[src/rtl/deser_fifo_rx.sv]
// deser_fifo_rx: serial-to-parallel receiver with selectable bit order feeding a DEPTH-entry valid/ready FIFO
module deser_fifo_rx #(
  parameter int WIDTH = 8,
  parameter int DEPTH = 4
) (
  input  logic                       clk,
  input  logic                       rst,
  input  logic                       rx,
  input  logic                       rx_en,
  input  logic                       l2b,
  input  logic                       clr,
  input  logic                       oe,
  output logic [WIDTH-1:0]           dout,
  output logic                       dout_valid,
  input  logic                       dout_ready,
  output logic [$clog2(DEPTH+1)-1:0] level,
  output logic [$clog2(WIDTH)-1:0]   bit_cnt,
  output logic                       overrun
);
  localparam int PW = $clog2(DEPTH);
  localparam int LW = $clog2(DEPTH+1);
  localparam int CW = $clog2(WIDTH);
  logic [WIDTH-1:0] sr_q, sr_d, sr_nx;
  logic [CW-1:0]    cnt_q, cnt_d;
  logic             ord_q, ord_d, ord_cur;
  logic [PW-1:0]    wp_q, wp_d, rp_q, rp_d;
  logic [LW-1:0]    lvl_q, lvl_d;
  logic             ovr_q, ovr_d;
  logic [WIDTH-1:0] mem_q [DEPTH];
  logic [WIDTH-1:0] mem_d [DEPTH];
  logic             last, pop, full, push;
  assign dout_valid = oe && (lvl_q != '0);
  assign dout       = dout_valid ? mem_q[rp_q] : '0;
  assign level      = lvl_q;
  assign bit_cnt    = cnt_q;
  assign overrun    = ovr_q;
  always_comb begin
    ord_cur = (cnt_q == '0) ? l2b : ord_q;
    sr_nx   = ord_cur ? {sr_q[WIDTH-2:0], rx} : {rx, sr_q[WIDTH-1:1]};
    last    = rx_en && (cnt_q == CW'(WIDTH-1));
    pop     = dout_valid && dout_ready;
    full    = lvl_q == LW'(DEPTH);
    // a pop on the same edge frees the slot the completed word needs
    push    = last && (!full || pop);
    sr_d    = clr ? '0 : rx_en ? sr_nx : sr_q;
    cnt_d   = clr ? '0 : rx_en ? (last ? '0 : cnt_q + 1'b1) : cnt_q;
    ord_d   = clr ? 1'b0 : rx_en ? ord_cur : ord_q;
    wp_d    = clr ? '0 : push ? wp_q + 1'b1 : wp_q;
    rp_d    = clr ? '0 : pop ? rp_q + 1'b1 : rp_q;
    lvl_d   = clr ? '0 : (push && !pop) ? lvl_q + 1'b1 : (pop && !push) ? lvl_q - 1'b1 : lvl_q;
    ovr_d   = !clr && (ovr_q || (last && !push));
    mem_d   = mem_q;
    if (push && !clr) mem_d[wp_q] = sr_nx;
  end
  always_ff @(posedge clk or posedge rst) begin
    if (rst) begin
      sr_q  <= '0;
      cnt_q <= '0;
      ord_q <= 1'b0;
      wp_q  <= '0;
      rp_q  <= '0;
      lvl_q <= '0;
      ovr_q <= 1'b0;
      mem_q <= '{default: '0};
    end else begin
      sr_q  <= sr_d;
      cnt_q <= cnt_d;
      ord_q <= ord_d;
      wp_q  <= wp_d;
      rp_q  <= rp_d;
      lvl_q <= lvl_d;
      ovr_q <= ovr_d;
      mem_q <= mem_d;
    end
  end
endmodule

[config.mk]
export PLATFORM = sky130hd
export DESIGN_NAME = deser_fifo_rx
export DESIGN_NICKNAME = d
export VERILOG_FILES = /design/src/rtl/deser_fifo_rx.sv
export SDC_FILE = /design/constraint.sdc
export NUM_CORES = 1
export LEC_CHECK = 0
export ABC_CLOCK_PERIOD_IN_PS = 5200
export BUFFER_PORTS_ARGS = -buffer_cell sky130_fd_sc_hd__buf_2
export CORE_UTILIZATION = 50
export DETAILED_ROUTE_END_ITERATION = 10
export GPL_TIMING_DRIVEN = 0
export PLACE_DENSITY_LB_ADDON = 0.1
export SLEW_MARGIN = 20
export SYNTH_ARGS = -nofsm -noshare
export SYNTH_HDL_FRONTEND = slang
export SYNTH_SLANG_ARGS = --single-unit
[constraint.sdc]
create_clock -name clk -period 5.2 [get_ports clk]
set_input_delay 0.26 -clock clk [delete_from_list [all_inputs] [get_ports clk]]
set_output_delay 0.26 -clock clk [all_outputs]
set_load 0.01 [all_outputs]
==> impl_metrics.csv <==
group,metric,value,unit
outcome,outcome,"finished clean",
grt,antenna_found_initial,0,
sta,rsz0062_at_grt,"no",
sta,finalSetupTns,0,ps
die,dieArea,5670,um2
sta,post-route-period-util,54.0,%
clock_tree,cts_hold_buf,0,
logic_synthesis,yosys_register_bits,52,
logic_synthesis,synthCells,251,
sta,slew_headroom,56.5,%
logic_synthesis,yosysTopAreaCellShare,48.4,%
sta,finalHoldViolCount,0,
final_layout,register_area,1300,um2
final_layout,area.growth.synth_to_final,11.0,%
routing,vias,1908,
sta,skew,15.2,ps
clock_tree,cts_buffers,5,
sta,min_period,2810,ps
sta,slew_viol_final,0,
final_layout,multi_input_area,1250,um2
clock_tree,root_buffer,"clkbuf_8",
logic_synthesis,synth_commonest_cells,"dfrtp_1, nor2_1, a21oi_1",
grt,gr-usage-all-layers,22.9,%
worst_setup_path,crit_path_end_kind,"register",
clock_tree,cts.repair.resized,0,
logic_synthesis,synth_flop_cell,"dfrtp_1",
run,drv_cap,0,
final_layout,fill_cells,477,
die,row_count,26,
power,power_density,240,nW/um2
clock_tree,clkLatencyLatePin,310,ps
logic_synthesis,yosysWarnings,0,
place,io_buffers,23,
logic_synthesis,synth.largest_area_cell,"dfrtp_1",
worst_setup_path,cp.arrival,2970,ps
power,irDropWorstVdd,0.141,mV
grt,grt_max_degree,53,
routing,first_pass_iters,4,
routing,drt_iter0_drc,160,
logic_synthesis,yosysMostFrequentCell,"dfrtp_1",
clock_tree,cts.clk_slew.worst_paths,90,ps
clock_tree,clock_sinks,52,
worst_setup_path,start_kind,"register",
logic_synthesis,synth_area_leaders,"dfrtp_1, a21oi_1, mux4_2, nor2_1, a2111oi_4",
place,gp_congestion,0.784,
logic_synthesis,synth-edff-count,0,
die,top_level_ports,24,
logic_synthesis,syn_area_per_cell,10.7,um2
die,start_util,52.3,%
grt,grt_pass1_wl,9.45,mm
worst_hold_path,min_path_type,"input port to async pin",
clock_tree,clk_path_buf_depth,2,
final_layout,insertedDiodeCount,0,
final_layout,drive_gt1_share,20.3,%
die,die_y,75.3,um
place,hpwl,3.87,mm
logic_synthesis,synth_cell_type_count,34,
grt,grt_overflow,0,
routing,detail_route.wl_per_cell,16.1,um
clock_tree,postCtsSetupRepairBufs,0,
worst_setup_path,worstPathMaxFanout,10,
logic_synthesis,async_flop_share,100,%
sta,layout_setup_ws,2390,ps
logic_synthesis,syn-num-nets,267,
logic_synthesis,synthesis.area,2690,um2
sta,setup-violations-final,0,
routing,antenna_left,0,
worst_setup_path,cp.required,5360,ps
logic_synthesis,synth-seq-area-share,48.4,%
clock_tree,cts_tree,"built",
sta,tightest_slew,652,ps
power,power,0.716,mW
grt,grt_pass1_vias,1951,
routing,vias_per_cell,5.44,
place,post-place-ws,2440,ps
power,p_leak,1.41,nW
routing,routed_wl,5.64,mm
worst_setup_path,crit_type,"register to register",
final_layout,nets,297,
clock_tree,cts_max_level,2,
die,core_area,5140,um2
routing,route.detailed.drc,0,
die,die_w,75.3,um
sta,fmax,356,MHz
[flip-flops by register name, indices dropped and copies added, names as in the netlist]
signal and flops:
wp_q 2, bit_cnt 3, level 3, sr_q 8, mem_q 32, overrun 1
ord_q 1, rp_q 2
[area by class of cell]
class                           instances  area share [%]
Multi-Input combinational cell        171            41.8
Buffer                                 15            3.06
Clock buffer                            6            2.77
Timing Repair Buffer                   23            3.86
Sequential cell                        52            43.6
Tap cell                               70            2.93
Clock inverter                          1           0.293
Inverter                               13            1.72
[metal layers]
| layer | GRT usage, % | routed length (um) | vias up |
|---|---|---|---|
| li1 | - | - | 942 |
| met5 | 0 | 0 | - |
| met2 | 34.6 | 2660 | 31 |
| met1 | 33.7 | 2680 | 926 |
| met4 | 8.23 | 78 | 0 |
| met3 | 3.57 | 224 | 9 |
[per-stage QoR]
step	std cells	instance area, um2	utilization, %	hold slack, ps
detailed placement	344	2890	56.3	400
finish	351	2990	58.1	48.5
global route	351	2990	58.1	96.4
global placement	344	2890	56.3	476
CTS	351	2990	58.1	65.6
floorplan	251	2690	-	418
[worst max-delay path, stage by stage (launching register included)]
cell     delay (ps)
dfrtp_1         440
ha_1            220
ha_1            230
nand2_2         260
buf_2           290
nor3_1          100
fa_1            450
or3_1           410
a31oi_1         170
a21oi_1          80
[report_power, final]
| group | switching (mW) | internal, mW |
|---|---|---|
| Clock | 0.132 | 0.106 |
| Sequential | 0.00551 | 0.410 |
| Combinational | 0.0427 | 0.0197 |
| Total | 0.180 | 0.536 |
[cell usage in the layout (no fill, tap or decap), drive strengths merged]
cell type  instances
and2               1
clkinv             1
nor3               2
buf               32
a2111oi            4
o211ai             1
or4                1
nand3b             1
mux2i             11
dfrtp             52
or3                4
nor2b              1
nor4               1
a21o               1
clkbuf            12
a21oi             42
a211oi             8
nand2              8
o2111ai            2
nand3              4
xnor2              2
a31oi              2
xor2               2
and3               8
mux4               8
inv               13
nor3b              1
ha                 7
nor2              48
fa                 1
[final timing paths]
check	from	end	slack, ps	cells past startpoint
setup / recovery	bit_cnt[0]	level[2]	2390	9
hold / removal	rst	level[0]	50	2
setup reg to reg	bit_cnt[0]	level[2]	2390	9
hold reg to reg	overrun	overrun	510	2
max in group asynchronous	rst	mem_q[13]	4710	2
min in group clk	l2b	ord_q	240	3
[cells by family (layout without fill, tap and decap cells)]
group | after synthesis | count (layout) | share of synthesized area (%)
adders and majority gates | 8 | 8 | 4.00
muxes | 19 | 19 | 11.3
buffers and inverters | 28 | 58 | 5.21
xor gates and xnor gates | 4 | 4 | 1.30
DFF | 52 | 52 | 48.4
AOI/OAI and AO/OA | 60 | 60 | 15.8
and+or+nand+nor | 80 | 80 | 14.0
(Power assumes the default switching activity.)
